--- src/rtl/cpu_seq_pkg.sv ---
// Shared definitions for the instruction sequencer: phase codes, trap cause
// codes and the access alignment helper.
package cpu_seq_pkg;

  // Phase encoding; the numeric codes are seen by the datapath on `phase`.
  typedef enum logic [2:0] {
    ST_TRAP   = 3'd0,
    ST_FETCH  = 3'd1,
    ST_DECODE = 3'd2,
    ST_READ   = 3'd3,
    ST_EXEC   = 3'd4,
    ST_MEM    = 3'd5,
    ST_WB     = 3'd6,
    ST_NEXT   = 3'd7
  } state_e;

  localparam logic [2:0] CAUSE_FETCH_MISALIGN = 3'd0;
  localparam logic [2:0] CAUSE_ILLEGAL        = 3'd1;
  localparam logic [2:0] CAUSE_LOAD_MISALIGN  = 3'd2;
  localparam logic [2:0] CAUSE_STORE_MISALIGN = 3'd3;
  localparam logic [2:0] CAUSE_BUS_TIMEOUT    = 3'd4;

  // Size code 0 = byte, 1 = half, 2 = word; code 3 is treated like a word.
  function automatic logic is_misaligned(input logic [1:0] low_bits,
                                         input logic [1:0] size);
    logic bad;
    bad = 1'b0;
    case (size)
      2'd0:    bad = 1'b0;
      2'd1:    bad = low_bits[0];
      default: bad = |low_bits;
    endcase
    return bad;
  endfunction

endpackage

--- src/rtl/cpu_seq_bus_timer.sv ---
// Wait-cycle counter shared by FETCH and MEM. `expired` flags the cycle in
// which the MAX_WAIT-th cycle without ready completes; ready in that same
// cycle suppresses it. With MAX_WAIT = 0 the counter disappears entirely.
module cpu_seq_bus_timer #(
  parameter int MAX_WAIT = 0
) (
  input  logic CLK100MHZ,
  input  logic rst_n,
  input  logic clear,
  input  logic count_en,
  input  logic ready,
  output logic expired
);

  if (MAX_WAIT > 0) begin : g_timer
    localparam int CW = $clog2(MAX_WAIT + 1);
    logic [CW-1:0] wait_cnt;

    // Count cycles spent waiting; cleared whenever no handshake is pending.
    always_ff @(posedge CLK100MHZ) begin
      if (!rst_n || clear) begin
        wait_cnt <= '0;
      end else if (count_en && !ready) begin
        wait_cnt <= wait_cnt + CW'(1);
      end
    end

    assign expired = count_en && !ready && (wait_cnt == CW'(MAX_WAIT - 1));
  end else begin : g_no_timer
    logic unused_timer_inputs;
    assign unused_timer_inputs = ^{CLK100MHZ, rst_n, clear, count_en, ready};
    assign expired = 1'b0;
  end

endmodule

--- src/rtl/cpu_seq.sv ---
// Multi-cycle RV32I instruction sequencer. Owns pc, ir and the phase code,
// skips phases an instruction does not need, waits on memory handshakes and
// redirects to TRAP_VEC on illegal instructions, misalignment or bus timeout.
// Handshake: a request (imem_req/dmem_req) is held from the first cycle of
// FETCH/MEM until the cycle in which the matching ready is high; it is only
// ever dropped early by a timeout trap or by reset.
module cpu_seq
  import cpu_seq_pkg::*;
#(
  parameter int              XLEN      = 32,
  parameter logic [XLEN-1:0] RESET_VEC = '0,
  parameter logic [XLEN-1:0] TRAP_VEC  = XLEN'(32'h100),
  parameter int              CNT_W     = 32,
  parameter int              MAX_WAIT  = 0
) (
  input  logic             CLK100MHZ,
  input  logic             rst_n,
  output logic             imem_req,
  output logic [XLEN-1:0]  imem_addr,
  input  logic             imem_ready,
  input  logic [31:0]      imem_rdata,
  output logic [31:0]      ir,
  input  logic             dec_illegal,
  input  logic             dec_is_load,
  input  logic             dec_is_store,
  input  logic             dec_rd_en,
  input  logic [1:0]       dec_mem_size,
  input  logic [XLEN-1:0]  addr,
  input  logic             taken_branch,
  output logic             dmem_req,
  input  logic             dmem_ready,
  output logic [2:0]       phase,
  output logic             rf_we,
  output logic [XLEN-1:0]  pc,
  output logic             trap,
  output logic [2:0]       trap_cause,
  output logic [XLEN-1:0]  trap_epc,
  output logic [CNT_W-1:0] instret
);

  state_e state;
  logic   bus_wait;
  logic   bus_ready;
  logic   bus_expired;

  assign bus_wait  = (state == ST_FETCH) || (state == ST_MEM);
  assign bus_ready = (state == ST_FETCH) ? imem_ready : dmem_ready;

  cpu_seq_bus_timer #(.MAX_WAIT(MAX_WAIT)) u_bus_timer (
    .CLK100MHZ (CLK100MHZ),
    .rst_n     (rst_n),
    .clear     (!bus_wait),
    .count_en  (bus_wait),
    .ready     (bus_ready),
    .expired   (bus_expired)
  );

  // Phase sequencing plus pc / ir / instret / trap bookkeeping.
  // Cause and epc are captured on entry to TRAP so they are already valid
  // while the trap pulse is visible.
  always_ff @(posedge CLK100MHZ) begin
    if (!rst_n) begin
      state      <= ST_FETCH;
      pc         <= RESET_VEC;
      ir         <= '0;
      instret    <= '0;
      trap_epc   <= '0;
      trap_cause <= '0;
    end else begin
      case (state)
        ST_FETCH: begin
          if (imem_ready) begin
            ir    <= imem_rdata;
            state <= ST_DECODE;
          end else if (bus_expired) begin
            state      <= ST_TRAP;
            trap_cause <= CAUSE_BUS_TIMEOUT;
            trap_epc   <= pc;
          end
        end
        ST_DECODE: begin
          if (dec_illegal) begin
            state      <= ST_TRAP;
            trap_cause <= CAUSE_ILLEGAL;
            trap_epc   <= pc;
          end else begin
            state <= ST_READ;
          end
        end
        ST_READ: state <= ST_EXEC;
        ST_EXEC: begin
          if (dec_is_load || dec_is_store) begin
            if (is_misaligned(addr[1:0], dec_mem_size)) begin
              state      <= ST_TRAP;
              trap_cause <= dec_is_load ? CAUSE_LOAD_MISALIGN : CAUSE_STORE_MISALIGN;
              trap_epc   <= pc;
            end else begin
              state <= ST_MEM;
            end
          end else begin
            state <= dec_rd_en ? ST_WB : ST_NEXT;
          end
        end
        ST_MEM: begin
          if (dmem_ready) begin
            state <= dec_is_load ? ST_WB : ST_NEXT;
          end else if (bus_expired) begin
            state      <= ST_TRAP;
            trap_cause <= CAUSE_BUS_TIMEOUT;
            trap_epc   <= pc;
          end
        end
        ST_WB: state <= ST_NEXT;
        ST_NEXT: begin
          if (taken_branch && (addr[1:0] != 2'b00)) begin
            state      <= ST_TRAP;
            trap_cause <= CAUSE_FETCH_MISALIGN;
            trap_epc   <= pc;
          end else begin
            pc      <= taken_branch ? addr : pc + XLEN'(4);
            instret <= instret + CNT_W'(1);
            state   <= ST_FETCH;
          end
        end
        ST_TRAP: begin
          pc    <= TRAP_VEC;
          state <= ST_FETCH;
        end
        default: state <= ST_FETCH;
      endcase
    end
  end

  assign phase     = state;
  assign imem_req  = (state == ST_FETCH);
  assign dmem_req  = (state == ST_MEM);
  assign rf_we     = (state == ST_WB);
  assign trap      = (state == ST_TRAP);
  assign imem_addr = pc;

endmodule
--- config.mk ---
export PLATFORM = sky130hd
export DESIGN_NAME = cpu_seq
export DESIGN_NICKNAME = d
export VERILOG_FILES = /design/src/rtl/cpu_seq_pkg.sv /design/src/rtl/cpu_seq_bus_timer.sv /design/src/rtl/cpu_seq.sv
export SDC_FILE = /design/constraint.sdc
export NUM_CORES = 1
export LEC_CHECK = 0
export CAP_MARGIN = 20
export CORE_MARGIN = 4
export CORE_UTILIZATION = 46
export DETAILED_ROUTE_END_ITERATION = 10
export PLACE_DENSITY = 0.82
export RECOVER_POWER = 100
export SLEW_MARGIN = 40
export SYNTH_ARGS = -nofsm -noshare
export SYNTH_HDL_FRONTEND = slang
export SYNTH_HIERARCHICAL = 1
export SYNTH_SLANG_ARGS = --single-unit
--- constraint.sdc ---
create_clock -name CLK100MHZ -period 2.64 [get_ports CLK100MHZ]
set_input_delay 0.396 -clock CLK100MHZ [delete_from_list [all_inputs] [get_ports CLK100MHZ]]
set_output_delay 0.396 -clock CLK100MHZ [all_outputs]
set_load 0.02 [all_outputs]
==> impl_table.tex, run 1 <==
\begin{tabular}{lr}
\hline
Metric & Value \\
\hline
\multicolumn{2}{l}{\textbf{Detailed routing}} \\
Total number of vias & approximately 7300 \\
Aggregate routed wire length & approximately 21000 um \\
TritonRoute pass-1 iters & 5 \\
Remaining DRCs & 0 \\
Initial drt markers & $\sim$600 \\
Detail Route Antenna Nets & 0 \\
Average wire per standard cell & 16.8 um \\
Drt via density & 5.77 \\
\multicolumn{2}{l}{\textbf{Global route}} \\
Wire length of the first global-routing pass & $\sim$34000 um \\
Maximum number of pins on one net before global-route repair & 79 \\
All-layer global routing usage & between 20\% and 30\% \\
Global route overflow & 0 \\
Antenna violations before repair & 0 \\
Number of global-route vias before repair & $\sim$6800 \\
\multicolumn{2}{l}{\textbf{Critical path}} \\
Biggest fanout along the worst timing path & 23 \\
Capture point of the worst reg-to-reg path & imem\_addr[30] \\
Worst Setup Path Type & input port to flip-flop \\
Cells on worst reg2reg path & 5 \\
Required time worst endpoint & between 2 and 3 ns \\
Critical Path Source Type & input port \\
Arr. time, crit path & 2.75 ns \\
Worst-case register-to-register setup slack & approximately 0.25 ns \\
Critical path capture point type & flip-flop \\
Launch instance of the worst register-to-register path & imem\_addr[3] \\
\multicolumn{2}{l}{\textbf{Floorplan}} \\
Core ar. & between 10000 and 15000 um\^{}2 \\
Vertical die dimension & approximately 130 um \\
Initial core utilization & a little under half \\
Floorplan die width & between 100 and 150 um \\
Number of placed I/O pins & between 200 and 250 \\
Cell row count & 44 \\
Area of the die & 17100 um\^{}2 \\
\multicolumn{2}{l}{\textbf{Clocking}} \\
CTS tree & done \\
Depth of the CTS H-tree & 4 \\
Clk root buf & clkbuf\_16 \\
Number of buffers inserted by post-CTS setup repair & 0 \\
Clock-pin transition on the worst setup and hold timing paths & approximately 0.06 ns \\
Maximum buffer depth of the clock tree & 2 \\
Cts bufs inserted & 17 \\
Number of resized instances in the post-cts repair step & 0 \\
Number of sinks driven by the clock tree & roughly 130 \\
Clock latency on the worst-skew pair & between 0.4 and 0.5 ns \\
Hold-fix buffer count after cts & 0 \\
\multicolumn{2}{l}{\textbf{Flow run}} \\
Total of max-cap violations & 0 \\
\multicolumn{2}{l}{\textbf{Outcome}} \\
Run status & finished clean \\
\multicolumn{2}{l}{\textbf{Pwr}} \\
Clock share of power & between 40\% and 50\% \\
P per Cell Area & just under 600 nW/um\^{}2 \\
Fraction of power spent switching nets & 28.0\% \\
Switching component of the power & 0.00164 W \\
Worst vdd ir & around 0.00045 V \\
Combinational fraction of design power & approximately a fifth \\
Static leakage power & around 4 nW \\
Internal cell power & 0.00422 W \\
Seq pwr share & $\sim$37\% \\
\multicolumn{2}{l}{\textbf{STA}} \\
Worst hold-check slack & between 0.4 and 0.5 ns \\
Endpoints failing setup & 0 \\
Final total negative setup slack & 0 ns \\
Slew at the pin with the worst max-slew slack & roughly 0.7 ns \\
Final period utilization & 92.2\% \\
Final max-slew violation count & 0 \\
Shortest clock period the worst path allows after layout & around 2.4 ns \\
RSZ-0062 raised after global routing & no \\
Headroom to the max-slew limit & a little over half \\
Max Clock Skew & 0.00649 ns \\
Fin. Hold Viols & 0 \\
Highest Clock Rate & between 0.4 and 0.5 GHz \\
\multicolumn{2}{l}{\textbf{Hold path}} \\
Tightest Hold Check Type & input port to flip-flop \\
Hold endpoint & phase[1] \\
Cell depth of the worst min-delay path & 2 \\
Start point of the worst min-delay path & rst\_n \\
\multicolumn{2}{l}{\textbf{Cells and area}} \\
Commonest non-fill, non-tap cells in the layout & nand2\_1 (184), dlygate4sd3\_1 (171), dfxtp\_1 (134) \\
Filler instances & roughly 1200 \\
Most frequent standard cell in the layout excluding fill and tap cells & nand2\_1 \\
Number of diodes added for antenna fixing & 0 \\
Syn-to-layout area delta & 43.7\% \\
Share of final-layout standard cells stronger than drive strength 1 & around 6.7\% \\
Fin nets & roughly 1100 \\
\multicolumn{2}{l}{\textbf{Synthesis}} \\
Post-Synthesis Cell Area & roughly 6900 um\^{}2 \\
Syn\_nets & about 950 \\
Post-Syn Instances & slightly below 900 \\
Number of warnings issued by yosys & 6 \\
Average size of a mapped cell & about 8.0 um\^{}2 \\
\multicolumn{2}{l}{\textbf{Placement}} \\
Final weighted congestion in routability-driven placement & a little under 0.9 \\
Detail Placement HPWL & around 15000 um \\
Total of buffers placed on input and output ports & $\sim$240 \\
\hline
\end{tabular}
==> power groups by stage <==
| stage | sequential [W] | combinational (W) | clock [W] |
|---|---|---|---|
| final | 0.00217 | 0.00115 | 0.00254 |
| after global routing | 0.00218 | 0.00124 | 0.00267 |
| after CTS | 0.00217 | 0.00121 | 0.00256 |
| after detailed placement | 0.00222 | 0.00121 | 0 |
| after global placement | 0.00221 | 0.00120 | 0 |
| after floorplan | 0.00231 | 0.000598 | 0 |
==> routing by layer <==
layer  vias to the layer above  track usage (%)  part of all wire [%]
li1                       3534                -                     -
met1                      3446             32.6                    42
met2                       294             38.7                    48
met3                        48             5.57                   7.4
met4                         0             8.95                   2.5
met5                         -                0                     0
==> worst max-delay path, cell delays in order <==
cell,delay (ns)
clkdlybuf4s50_1,0.42
clkbuf_2,0.32
o21a_1,0.29
nor2_1,0.50
clkbuf_2,0.47
o31ai_1,0.12
a221oi_1,0.22
==> worst max-delay path by stage <==
stage	depth (start not counted)	endpoint	start	slack, ns
floorplan	6	imem_addr[28]	imem_addr[2]	0.35
global placement	6	instret[9]	addr[1]	0.30
detailed placement	7	trap_epc[21]	addr[1]	0.24
CTS	4	dmem_req	phase[0]	0.29
global route	7	imem_addr[8]	taken_branch	0.06
finish	7	imem_addr[8]	taken_branch	0.21
==> final cells by class <==
class / instances / area, um^2 / share of cell area [%]
tap: 184 / 230 / 2.31
multi-input combinational: 622 / 3650 / 36.7
inverter: 16 / 60.1 / 0.602
sequential: 134 / 2680 / 26.9
clock buffer: 20 / 457 / 4.58
clock inverter: 12 / 176 / 1.77
timing repair buffer: 281 / 2710 / 27.2
==> registers in the layout (all words and copies together), names as in the netlist <==
signal,count
instret,32
ir,32
trap_epc,32
phase,3
trap_cause,3
imem_addr,32
==> through the flow <==
stage | utilization (%) | worst slack [ns] | std cells | total power, W | area (um^2)
2_1_floorplan | - | 0.355 | 870 | 0.00291 | 6940
4_1_cts | 68.4 | 0.293 | 1269 | 0.00595 | 10000
3_5_place_dp | 64.1 | 0.244 | 1237 | 0.00342 | 9390
3_3_place_gp | 64.1 | 0.301 | 1237 | 0.00341 | 9390
5_1_grt | 68.1 | 0.0618 | 1269 | 0.00609 | 9970
6_report | 68.1 | 0.206 | 1269 | 0.00586 | 9970
Power figures use the tool's default switching activity.
==> inputs of run 2 (changes only) <==
==> constraint.sdc (replaced) <==
create_clock -name CLK100MHZ -period 2.38 [get_ports CLK100MHZ]
set_input_delay 0.357 -clock CLK100MHZ [delete_from_list [all_inputs] [get_ports CLK100MHZ]]
set_output_delay 0.357 -clock CLK100MHZ [all_outputs]
set_load 0.02 [all_outputs]
==> impl_table.tex, run 2 (same netlist as run 1, synthesis figures left out) <==
\begin{tabular}{lr}
\hline
Metric & Value \\
\hline
\multicolumn{2}{l}{\textbf{STA}} \\
Shortest clock period the worst path allows after layout & between 2 and 2.5 ns \\
Highest Clock Rate & between 0.4 and 0.5 GHz \\
Fin. Hold Viols & 0 \\
Headroom to the max-slew limit & between 50 and 60\% \\
Final total negative setup slack & 0 ns \\
RSZ-0062 raised after global routing & no \\
Max Clock Skew & about 0.0081 ns \\
Slew at the pin with the worst max-slew slack & 0.637 ns \\
Endpoints failing setup & 0 \\
Final period utilization & 93.5\% \\
Final max-slew violation count & 0 \\
\multicolumn{2}{l}{\textbf{Placement}} \\
Total of buffers placed on input and output ports & between 200 and 250 \\
Cell Count Post-Placement & 1249 \\
Final weighted congestion in routability-driven placement & a little under 0.9 \\
Detail Placement HPWL & $\sim$15000 um \\
\multicolumn{2}{l}{\textbf{Critical path}} \\
Cell breakdown of the critical path & buf\_4 -> and3\_1 -> clkdlybuf4s50\_1 \\
Cells on worst reg2reg path & 5 \\
Biggest fanout along the worst timing path & 10 \\
Worst Setup Path Type & flip-flop to primary output \\
Required time worst endpoint & between 2 and 2.5 ns \\
CP max-delay cell & clkdlybuf4s50\_1 \\
Arr. time, crit path & approximately 1.9 ns \\
Delay of the slowest cell on the worst path & roughly 0.60 ns \\
Critical path capture point type & primary output \\
Critical Path Source Type & flip-flop \\
\multicolumn{2}{l}{\textbf{Global route}} \\
All-layer global routing usage & between 20\% and 30\% \\
Number of global-route vias before repair & between 6000 and 7000 \\
Wire length of the first global-routing pass & roughly 34000 um \\
Antenna violations before repair & 0 \\
Maximum number of pins on one net before global-route repair & 80 \\
Global route overflow & 0 \\
\multicolumn{2}{l}{\textbf{Clocking}} \\
Cts bufs inserted & 17 \\
CTS tree & done \\
Clock-pin transition on the worst setup and hold timing paths & 0.05 ns \\
Depth of the CTS H-tree & 4 \\
Maximum buffer depth of the clock tree & 2 \\
Number of sinks driven by the clock tree & roughly 130 \\
Number of buffers inserted by post-CTS setup repair & 0 \\
Clk root buf & clkbuf\_16 \\
Clock latency on the worst-skew pair & between 0.4 and 0.5 ns \\
\multicolumn{2}{l}{\textbf{Cells and area}} \\
Post-Layout Cell Count & 1281 \\
Commonest non-fill, non-tap cells in the layout & nand2\_1 (184), dlygate4sd3\_1 (166), dfxtp\_1 (134) \\
Fin nets & 1161 \\
Most frequent standard cell in the layout excluding fill and tap cells & nand2\_1 \\
Number of diodes added for antenna fixing & 0 \\
Syn-to-layout area delta & 45.9\% \\
Share of final-layout standard cells stronger than drive strength 1 & about 8.1\% \\
\multicolumn{2}{l}{\textbf{Hold path}} \\
Cell depth of the worst min-delay path & 2 \\
Tightest Hold Check Type & input port to flip-flop \\
\multicolumn{2}{l}{\textbf{Detailed routing}} \\
Remaining DRCs & 0 \\
TritonRoute pass-1 iters & 5 \\
Detail Route Antenna Nets & 0 \\
Average wire per standard cell & approximately 17 um \\
Aggregate routed wire length & between 20000 and 25000 um \\
Total number of vias & $\sim$7400 \\
Initial drt markers & between 700 and 800 \\
Drt via density & between 5 and 6 \\
\multicolumn{2}{l}{\textbf{Outcome}} \\
Run status & finished clean \\
\multicolumn{2}{l}{\textbf{Floorplan}} \\
Cell row count & 44 \\
Number of placed I/O pins & between 200 and 250 \\
Core ar. & 14600 um\^{}2 \\
Floorplan die width & between 100 and 150 um \\
Vertical die dimension & around 130 um \\
Initial core utilization & between 40\% and 50\% \\
Area of the die & about 17000 um\^{}2 \\
\multicolumn{2}{l}{\textbf{Flow run}} \\
Total of max-cap violations & 0 \\
\multicolumn{2}{l}{\textbf{Pwr}} \\
Static leakage power & roughly 4 nW \\
P per Cell Area & approximately 660 nW/um\^{}2 \\
Worst vdd ir & 0.000520 V \\
\hline
\end{tabular}
## run 2: cell type report
class                           count  area (um^2)
Inverter                           16         60.1
Clock inverter                     11          195
Clock buffer                       21          480
Sequential cell                   134         2680
Tap cell                          184          230
Multi-Input combinational cell    622         3670
Fill cell                        1216         4520
Timing Repair Buffer              293         2800
## run 2: through the flow
stage / power (W) / utilization, % / hold WS (ns) / area [um^2] / setup WS [ns]
after detailed placement: 0.00382 / 64.9 / 0.447 / 9500 / 0.0287
final: 0.00668 / 69.1 / 0.300 / 10100 / 0.156
after CTS: 0.00681 / 69.5 / 0.281 / 10200 / 0.0238
after floorplan: 0.00323 / - / 0.493 / 6940 / 0.0946
after global routing: 0.00694 / 69.1 / 0.297 / 10100 / 0.0491
after global placement: 0.00381 / 64.9 / 0.440 / 9500 / 0.0676
## run 2: metal layers
metal  track usage [%]  vias up  share of wire (%)
met1              32.5     3440                 42
met2              39.6      329                 47
met3              6.63       46                7.9
li1                  -     3571                  -
met4              10.0        0                2.5
met5                 0        -                  0
## run 2: path summary, 6_finish.rpt
kind                start            end  slack [ns]
max              phase[1]          rf_we        0.16
min                 rst_n       phase[1]        0.30
max reg2reg  imem_addr[2]  imem_addr[24]        0.16
min reg2reg        ir[31]         ir[31]        0.45
## run 2: power breakdown
| part | internal (W) | leakage (nW) | switching (W) |
|---|---|---|---|
| logic | 0.000536 | 2.70 | 0.000759 |
| registers | 0.00234 | 1.08 | 0.0000599 |
| clock network | 0.00197 | 0.322 | 0.00101 |
## run 2: critical path: cells and delay by family (launching register included)
family,cells,cell delay (ns)
simple gates,1,0.17
buf+inv,2,0.81
flops,1,0.47
## run 2: timing repair
item / in CTS / in global routing
gates resized for setup: 0 / 3
hold buffers: 0 / 0
endpoints found under the setup margin: 0 / 3
==> inputs of run 3 (changes only) <==
--- a/config.mk
+++ b/config.mk
@@ -11,6 +11,7 @@
 export DETAILED_ROUTE_END_ITERATION = 10
 export PLACE_DENSITY = 0.82
 export RECOVER_POWER = 100
+export SKIP_LAST_GASP = 1
 export SLEW_MARGIN = 40
 export SYNTH_ARGS = -nofsm -noshare
 export SYNTH_HDL_FRONTEND = slang
==> results of run 3 <==
The final DEF is identical to that of run 2; final timing and power are the same.
